$ cat src/rtl/seq_adder_ctrl.sv
// Sequential 64-bit adder: one SLICE_W-bit ripple slice reused over BEATS cycles, LSB first.
// Optional signed-overflow output enabled by defining SEQ_ADDER_OVERFLOW_EN.
module seq_adder_ctrl #(
  parameter int unsigned SLICE_W = 16
) (
  input  logic        clk,
  input  logic        rst,
  input  logic        in_valid,
  output logic        in_ready,
  input  logic [63:0] in1,
  input  logic [63:0] in2,
  input  logic        cin,
  output logic        out_valid,
  input  logic        out_ready,
  output logic [63:0] sum,
  output logic        cout,
`ifdef SEQ_ADDER_OVERFLOW_EN
  output logic        ovf,
`endif
  output logic        busy
);

  localparam int unsigned BEATS = 64 / SLICE_W;
  localparam int unsigned IDX_W = (BEATS > 1) ? $clog2(BEATS) : 1;

  typedef enum logic [1:0] {StIdle, StRun, StDone} state_e;

  state_e             state_q, state_d;
  logic [63:0]        a_q, a_d, b_q, b_d, sum_q, sum_d;
  logic               carry_q, carry_d, cout_q, cout_d;
  logic [IDX_W-1:0]   idx_q, idx_d;
  logic [SLICE_W-1:0] a_sl, b_sl, slice_sum;
  logic               slice_cout;
  logic               last_beat;
`ifdef SEQ_ADDER_OVERFLOW_EN
  logic               ovf_q, ovf_d;
`endif

  // The single shared ripple slice.
  always_comb begin
    a_sl = a_q[int'(idx_q) * SLICE_W +: SLICE_W];
    b_sl = b_q[int'(idx_q) * SLICE_W +: SLICE_W];
    {slice_cout, slice_sum} = {1'b0, a_sl} + {1'b0, b_sl} + {{SLICE_W{1'b0}}, carry_q};
    last_beat = (idx_q == IDX_W'(BEATS - 1));
  end

  always_comb begin
    state_d = state_q;
    a_d     = a_q;
    b_d     = b_q;
    sum_d   = sum_q;
    carry_d = carry_q;
    cout_d  = cout_q;
    idx_d   = idx_q;
`ifdef SEQ_ADDER_OVERFLOW_EN
    ovf_d   = ovf_q;
`endif
    case (state_q)
      StIdle: begin
        if (in_valid) begin
          a_d     = in1;
          b_d     = in2;
          carry_d = cin;
          idx_d   = '0;
          state_d = StRun;
        end
      end
      StRun: begin
        sum_d[int'(idx_q) * SLICE_W +: SLICE_W] = slice_sum;
        carry_d = slice_cout;
        idx_d   = idx_q + 1'b1;
        if (last_beat) begin
          cout_d  = slice_cout;
`ifdef SEQ_ADDER_OVERFLOW_EN
          // Top slice's MSB is sum[63] on the final beat.
          ovf_d   = (a_q[63] == b_q[63]) && (slice_sum[SLICE_W-1] != a_q[63]);
`endif
          state_d = StDone;
        end
      end
      StDone: begin
        if (out_ready) begin
          state_d = StIdle;
        end
      end
      default: state_d = StIdle;
    endcase
  end

  always_ff @(posedge clk or posedge rst) begin
    if (rst) begin
      state_q <= StIdle;
      a_q     <= '0;
      b_q     <= '0;
      sum_q   <= '0;
      carry_q <= 1'b0;
      cout_q  <= 1'b0;
      idx_q   <= '0;
`ifdef SEQ_ADDER_OVERFLOW_EN
      ovf_q   <= 1'b0;
`endif
    end else begin
      state_q <= state_d;
      a_q     <= a_d;
      b_q     <= b_d;
      sum_q   <= sum_d;
      carry_q <= carry_d;
      cout_q  <= cout_d;
      idx_q   <= idx_d;
`ifdef SEQ_ADDER_OVERFLOW_EN
      ovf_q   <= ovf_d;
`endif
    end
  end

  // in_ready is masked by rst so it reads low throughout reset.
  assign in_ready  = (state_q == StIdle) && !rst;
  assign out_valid = (state_q == StDone);
  assign busy      = (state_q != StIdle);
  assign sum       = sum_q;
  assign cout      = cout_q;
`ifdef SEQ_ADDER_OVERFLOW_EN
  assign ovf       = ovf_q;
`endif

endmodule

$ cat config.mk
export PLATFORM = sky130hd
export DESIGN_NAME = seq_adder_ctrl
export DESIGN_NICKNAME = d
export VERILOG_FILES = /design/src/rtl/seq_adder_ctrl.sv
export SDC_FILE = /design/constraint.sdc
export NUM_CORES = 1
export LEC_CHECK = 0
export ABC_AREA = 1
export CORE_UTILIZATION = 50
export DETAILED_ROUTE_END_ITERATION = 8
export PLACE_DENSITY = 0.79
export SKIP_LAST_GASP = 1
export SLEW_MARGIN = 15
export SYNTH_ARGS = -nofsm -noshare
export SYNTH_HDL_FRONTEND = slang
export SYNTH_SLANG_ARGS = --single-unit
$ cat constraint.sdc
create_clock -name clk -period 11.82 [get_ports clk]
set_clock_uncertainty 0.05 [all_clocks]
set_input_delay 2.364 -clock clk [delete_from_list [all_inputs] [get_ports clk]]
set_output_delay 2.364 -clock clk [all_outputs]
set_load 0.05 [all_outputs]
=== Yosys cells after proc, flatten, opt, wreduce, memory -nomap -nowiden ===
Index checks and enable logic that the tools add are counted.

* Register bits after elaboration: 198
* Input bits: 133
* Output and inout bits: 68

* $add $sub $neg: 4
* Equal/unequal tests: 6
* Shift-type cells: 4
* Mux-type cells: 9
* Reduce and logical (&&, ||, !) cells: 9

{| class="wikitable"
|+ Operators with widths
! operator !! count
|-
| indexed part select 64 x 7 -> 16 bit || 2
|-
| bitwise mux 64 bit || 1
|-
| variable shift 16 x 34 -> 64 bit, first input constant || 1
|-
| indexed part select 16 x 34 -> 64 bit || 1
|-
| negation 6 -> 34 bit || 1
|-
| adder 16 x 16 -> 17 bit || 1
|-
| adder 17 x 1 -> 17 bit || 1
|-
| 2-to-1 mux 2 bit || 4
|-
| one-hot mux 2 bit (3 select lines) || 1
|-
| AND reduction 2 bit || 3
|-
| equality test 2 bit, second input constant || 2
|-
| != test 2 bit, second input constant || 2
|-
| one-hot mux 2 bit (2 select lines) || 1
|-
| nonzero test 2 bit || 2
|-
| AND reduction 3 bit || 1
|-
| adder 2 x 1 -> 2 bit, second input constant || 1
|-
| equality test 2 x 1 -> 1 bit, second input constant || 1
|-
| zero test 2 bit || 1
|-
| != test 2 x 1 -> 1 bit, second input constant || 1
|-
| one-hot mux 1 bit (2 select lines) || 1
|-
| logical AND 1 bit || 1
|-
| zero test 1 bit || 1
|-
| 2-to-1 mux 1 bit || 1
|}

=== Longest topological paths before layout ===
Gate-level depths: netlist (run 1).

* Depth in word-level cells: 5
* Mapped depth: 16

=== Worst setup path after synthesis (run 1) ===
OpenSTA, ideal clock, no wires.

* Kind: input -> output
* Start: in rst
* End: out in_ready
* Arrival time: 3.018 ns
* Path slack: 6.388 ns
* Stages on the path: 1
* Path buffers: 0
* Cells stage by stage: nor2_1

* Cells in the longest elaborated chain, start to end: 2

{| class="wikitable"
|+ RTL lines
! element !! line !! text
|-
| from (decl) || 7 || <nowiki>input logic rst,</nowiki>
|-
| zero test 1 bit || 117 || <nowiki>assign in_ready = (state_q == StIdle) && !rst;</nowiki>
|-
| logical AND 1 bit || 117 ||
|-
| to (decl) || 9 || <nowiki>output logic in_ready,</nowiki>
|}

No other way between the ends.

=== Worst setup path in the final report (run 1) ===
Same ends and word-level chain as after synthesis.

==> results_dict.tcl, run 1 <==
set metrics [dict create \
    outcome "finished clean" \
    wl_um 25200 \
    ctsRootBufferMaster "sky130_fd_sc_hd__clkbuf_16" \
    power.net_switching_mw 2.12 \
    post_synthesis_xor_xnor_area_fraction_pct 0.646 \
    cts_buffer_depth 2 \
    share_of_the_synthesized_area_in_compound_gates_ao_oa_aoi_oai_pct 7.98 \
    p_per_area_nw_per_um2 341 \
    grt_first_pass_wirelength_um 41100 \
    irDropWorstVdd_mv 0.188 \
    maxSlewViolCount 0 \
    clock_tree_from_tritoncts "built" \
    synth.yosys.warnings 0 \
    diodes 0 \
    yosys.area_share.simple_pct 30.5 \
    design_power_total_mw 4.16 \
    detail_route.iter0.violations 687 \
    synthAdderAreaFrac_pct 3.19 \
    nets 1534 \
    critical_path.startpoint_type "input pin" \
    insertion_delay_ns 0.44 \
    post-place-ws_ns 5.59 \
    synth_top_family_by_area "simple AND/OR/NAND/NOR gates" \
    boundaryPins 201 \
    post_synth.cell_area_avg_sq_um 7.84 \
    dpl_cell_area_sq_um 11600 \
    synthDistinctLibCells 35 \
    report.final.hold_viol_count 0 \
    final_antenna_net_count 0 \
    timing.critical_path.mode_cell "sky130_fd_sc_hd__clkdlybuf4s50_1" \
    power.combinational.fraction_pct 58.2 \
    post_synth_instance_area_sq_um 9500 \
    clk_transition_reported_paths_ns 0.07 \
    die_width_um 140 \
    max_clock_freq_mhz 161 \
    switching_part_of_the_total_power_pct 50.8 \
    critical_path.max_fanout 2 \
    synthTopCellsByCount "sky130_fd_sc_hd__nand2_1 (583), sky130_fd_sc_hd__dfrtp_1 (198), sky130_fd_sc_hd__nor2_1 (83)" \
    holdBufCountCts 0 \
    hold_crit_class "reg2reg" \
    seq_total_area_yosys_pct 52.2 \
    design.core.area_sq_um 18600 \
    rows 50 \
    port-buffer-count 200 \
    grt_start_max_net_pins 128 \
    synth.largest_area_cell "sky130_fd_sc_hd__dfrtp_1" \
    starting_utilization_of_the_core_area_pct 50.9 \
    final_critical_path_setup_slack_ns 5.59 \
    setup_failing_eps_final 0 \
    power_frac_seq_pct 27.3 \
    detailroute.via_count 8485 \
    drc_errors 0 \
    period_needed_ns 6.23 \
    worstPathRequired_ns 9.41 \
    route.detailed.wl_per_inst_um 15.5 \
    internal_power_mw 2.05 \
    synthArstFlopShare_pct 100 \
    via_count_of_the_first_global_routing_pass 8204 \
    die_y_um 140 \
    dominant_register_cell_in_the_synthesized_netlist "sky130_fd_sc_hd__dfrtp_1" \
    setup_repair_after_global_routing_missed_its_margin "no" \
    critical_path.cell_chain "clkdlybuf4s50_1 > nor2_1 > clkdlybuf4s50_1" \
    p_leak_nw 6.21 \
    numClockSinks 198 \
    die-area_sq_um 19600 \
    critPathSlowestCell "sky130_fd_sc_hd__clkdlybuf4s50_1" \
    synth.area.top_cells "sky130_fd_sc_hd__dfrtp_1 (52%), sky130_fd_sc_hd__nand2_1 (23%), sky130_fd_sc_hd__o21ai_0 (4.3%), sky130_fd_sc_hd__nor2_1 (3.3%), sky130_fd_sc_hd__ha_1 (2.8%)" \
    syn_inst 1211 \
    yosysMostFrequentCell "sky130_fd_sc_hd__nand2_1" \
    tritoncts.num_buffers 17 \
    critPathArrivalTime_ns 3.81 \
    detailed_routing_iteration_count_for_the_pre_antenna_repair_pass 7 \
    clkPwrFrac_pct 14.5 \
    crit_type "in2out" \
    worst_pin_slew_ns 1.18 \
    cp-end-kind "primary output" \
    avgViaCountPerCell 5.22 \
    worst_slew_margin_rel_pct 21.5 \
    synth-edff-count 0 \
    gr-usage-all-layers_pct 26.7 \
    hpwl_um 16900 \
    hold_ws_ns 0.425 \
    synth_largest_type_area_fraction_pct 52.2 \
    final-instance-count-excl-fill 1625 \
    placed_cells 1593 \
    ys_seq_elements 198 \
    final_layout_size_suffix_gt1_share_pct 4.17 \
    max_cap_viol_count 0 \
    finish.instance_area_sq_um 12200 \
    setup_tns_ns 0 \
    min_period_over_period_pct 52.7 \
    cts_resizes 0 \
    portion_of_netlist_area_occupied_by_mux_cells_pct 0 \
    final_core_util_pct 65.4 \
    gp_congestion 0.839 \
    post-cts-setup-buffers 0 \
    syn_nets 1367 \
    crit_path_max_incr_delay_ns 0.80 \
    grt_antenna_before_repair 0 \
    htree_levels 4 \
    syn2layout_area_growth_pct 28.5 \
    overflow 0 \
]
[state kept, by name (all words and copies together) (netlist names)]
register  flops
cout          1
sum          64
state_q       2
carry_q       1
idx_q         2
b_q          64
a_q          64
[kinds of logic after synthesis]
logic type,count (synthesis)
xor gates and xnor gates,7
and+or+nand+nor,726
adders and majority gates,23
buffers and inverters,122
AOI/OAI and AO/OA,135
DFF,198
[cell type report]
type,count,area [sq um]
clock buffer,19,453
timing repair buffer,207,2060
inverter,63,246
sequential,198,4960
multi-input combinational,891,4030
tap,234,293
fill,1565,6440
clock inverter,13,165
[layer usage]
metal	GRT usage, %	wire, um	share of wire [%]
met5	0	0	0
met4	9.08	607	2.4
met3	4.23	1400	5.6
met2	43.5	12000	48
met1	36.3	11200	44
[power groups by stage]
stage | combinational (mW) | clock [mW] | sequential [mW]
after floorplan | 1.48 | 0 | 1.32
after global placement | 2.35 | 0 | 1.13
after CTS | 2.41 | 0.608 | 1.13
after detailed placement | 2.39 | 0 | 1.14
final | 2.42 | 0.603 | 1.13
after global routing | 2.67 | 0.635 | 1.17
[final timing paths]
check	to	slack, ns	start	depth (start not counted)
setup / recovery	in_ready	5.59	rst	3
hold / removal	a_q[23]	0.43	a_q[23]	2
setup reg to reg	sum[54]	7.84	idx_q[0]	12
hold reg to reg	a_q[23]	0.43	a_q[23]	2
max in group asynchronous	b_q[29]	7.76	rst	3
min in group asynchronous	state_q[0]	2.44	rst	2
[cells in the final DEF, fill, tap and decap left out, types with 8 or more instances in the layout]
| cell | synthesis | layout |
|---|---|---|
| sky130_fd_sc_hd__nand2_1 | 583 | 582 |
| sky130_fd_sc_hd__clkdlybuf4s50_1 | 0 | 200 |
| sky130_fd_sc_hd__dfrtp_1 | 198 | 197 |
| sky130_fd_sc_hd__nor2_1 | 83 | 83 |
| sky130_fd_sc_hd__o21ai_0 | 81 | 81 |
| sky130_fd_sc_hd__inv_1 | 57 | 56 |
| sky130_fd_sc_hd__o22ai_1 | 30 | 30 |
| sky130_fd_sc_hd__nand3_1 | 26 | 26 |
| sky130_fd_sc_hd__ha_1 | 21 | 21 |
| sky130_fd_sc_hd__nand4_1 | 18 | 18 |
| sky130_fd_sc_hd__clkbuf_16 | 0 | 17 |
| sky130_fd_sc_hd__a21oi_1 | 10 | 10 |
| sky130_fd_sc_hd__a22o_1 | 8 | 8 |
[critical path, delay by kind of cell]
| kind | cells | cell delay [ns] |
|---|---|---|
| buf+inv | 2 | 1.31 |
| simple gates | 1 | 0.14 |
(Power assumes the default switching activity.)
==> run 2: changes to the inputs <==
- clock period: 11.82 -> 6.4 ns (I/O delays scaled with it)
==> run 2 against run 1 <==
Against the previous run:
- worst hold slack better by 0.0037 ns
- cell count hardly changed
- die area is the same
- routed wire length up 1.8%
- clock power is 77% higher
==> results_dict.tcl, run 2 (synthesis gave the netlist of run 1 again) <==
set metrics [dict create \
    irDropWorstVdd_mv 0.318 \
    drc_errors 0 \
    setup_failing_eps_final 0 \
    grt_start_max_net_pins 133 \
    numClockSinks 198 \
    switching_part_of_the_total_power_pct 51.1 \
    gr-usage-all-layers_pct 27.6 \
    max_cap_viol_count 0 \
    most_frequent_cells_in_the_layout "sky130_fd_sc_hd__nand2_1 (582), sky130_fd_sc_hd__clkdlybuf4s50_1 (200), sky130_fd_sc_hd__dfrtp_1 (197)" \
    worst_slew_margin_rel_pct 25.7 \
    avgViaCountPerCell 5.32 \
    setup_tns_ns 0 \
    worst_pin_slew_ns 1.11 \
    final_antenna_net_count 0 \
    hpwl_um 17500 \
    cp-end-kind "primary output" \
    holdBufCountCts 0 \
    p_leak_nw 6.18 \
    mostFrequentLayoutCell "sky130_fd_sc_hd__nand2_1" \
    layout.filler_cells 1572 \
    r2r_setup_slack_ns 2.62 \
    final_critical_path_setup_slack_ns 2.41 \
    clkPwrFrac_pct 14.0 \
    port-buffer-count 200 \
    htree_levels 4 \
    multi_input_comb_area_sq_um 4030 \
    hold_crit_class "reg2reg" \
    insertion_delay_ns 0.44 \
    highest_layer "met4" \
    maxSlewViolCount 0 \
    worstPathRequired_ns 5.07 \
    post-place-ws_ns 2.41 \
    min_from "a_q[21]" \
    internal_power_mw 3.74 \
    outcome "finished clean" \
    setup_repair_after_global_routing_missed_its_margin "no" \
    post-cts-setup-buffers 0 \
    detailed_routing_iteration_count_for_the_pre_antenna_repair_pass 5 \
    seq_area_sq_um 4960 \
    power.net_switching_mw 3.91 \
    period_needed_ns 3.99 \
    rows 50 \
    clk_transition_reported_paths_ns 0.07 \
    timing.reg2reg.worst_path_depth 15 \
    grt_first_pass_wirelength_um 42200 \
    met3_length_um 1920 \
    diodes 0 \
    cts_resizes 0 \
    hold_path_end "a_q[21]" \
    wl_um 25600 \
    critical_path.startpoint_type "input pin" \
    p_per_area_nw_per_um2 630 \
    syn2layout_area_growth_pct 28.0 \
    nets 1534 \
    min_period_over_period_pct 62.4 \
    cts_buffer_depth 2 \
    grt_antenna_before_repair 0 \
    detail_route.iter0.violations 777 \
    detail_route.wirelength.met1_um 11000 \
    r2r_end "sum[56]" \
    tritoncts.num_buffers 17 \
    whs_path_depth 2 \
    die_width_um 140 \
    critical_path.max_fanout 2 \
    via_count_of_the_first_global_routing_pass 8372 \
    overflow 0 \
    power_frac_seq_pct 27.1 \
    report.final.hold_viol_count 0 \
    crit_type "in2out" \
    critPathArrivalTime_ns 2.66 \
    route.detailed.wl_per_inst_um 15.8 \
    final_layout_size_suffix_gt1_share_pct 4.10 \
    design_power_total_mw 7.65 \
    detailroute.via_count 8637 \
    boundaryPins 201 \
    design.core.area_sq_um 18600 \
    die-area_sq_um 19600 \
    starting_utilization_of_the_core_area_pct 50.9 \
    ctsRootBufferMaster "sky130_fd_sc_hd__clkbuf_16" \
    max_clock_freq_mhz 251 \
    gp_congestion 0.834 \
    dr_wl_met2_um 11900 \
    startpoint "rst" \
    regToRegStartpoint "idx_q[1]" \
    die_y_um 140 \
    clock_tree_from_tritoncts "built" \
    power.combinational.fraction_pct 58.9 \
]
[run 2: critical path, cell delays in order]
cell                              delay (ns)
sky130_fd_sc_hd__clkdlybuf4s50_1        0.46
sky130_fd_sc_hd__nor2_1                 0.12
sky130_fd_sc_hd__clkdlybuf4s50_1        0.80
[run 2: power by group through the flow]
stage               sequential (mW)  clock (mW)  combinational (mW)
CTS                            2.07        1.08                4.48
detailed placement             2.08           0                4.44
floorplan                      2.44           0                2.74
global placement               2.07           0                4.36
finish                         2.08        1.07                4.51
global route                   2.13        1.13                5.01
[run 2: layout make-up]
class / count / area share, %
Timing Repair Buffer: 207 / 16.9
Sequential cell: 198 / 40.8
Multi-Input combinational cell: 891 / 33.2
Clock buffer: 17 / 3.50
Tap cell: 234 / 2.41
Inverter: 63 / 2.02
Clock inverter: 14 / 1.25
[run 2: metrics by stage]
step | cell area, sq um | std cells | utilization, % | hold slack, ns
finish | 12200 | 1624 | 65.2 | 0.429
CTS | 12200 | 1624 | 65.2 | 0.430
detailed placement | 11600 | 1593 | 62.1 | 0.410
global route | 12200 | 1624 | 65.2 | 0.444
global placement | 11600 | 1593 | 62.1 | 0.408
floorplan | 9500 | 1211 | - | 0.394
[run 2: metal layers]
| metal | global-route usage (%) | vias up |
|---|---|---|
| li1 | - | 4155 |
| met1 | 37.5 | 4028 |
| met2 | 43.8 | 405 |
| met3 | 5.09 | 49 |
| met4 | 11.1 | 0 |
| met5 | 0 | - |
[run 2: how the worst max path moves through the flow]
| stage | to | slack, ns | depth (start not counted) |
|---|---|---|---|
| 2_1_floorplan | a_q[0] | 2.51 | 1 |
| 3_3_place_gp | in_ready | 2.41 | 3 |
| 3_5_place_dp | in_ready | 2.41 | 3 |
| 4_1_cts | in_ready | 2.40 | 3 |
| 5_1_grt | in_ready | 2.36 | 3 |
| 6_report | in_ready | 2.41 | 3 |
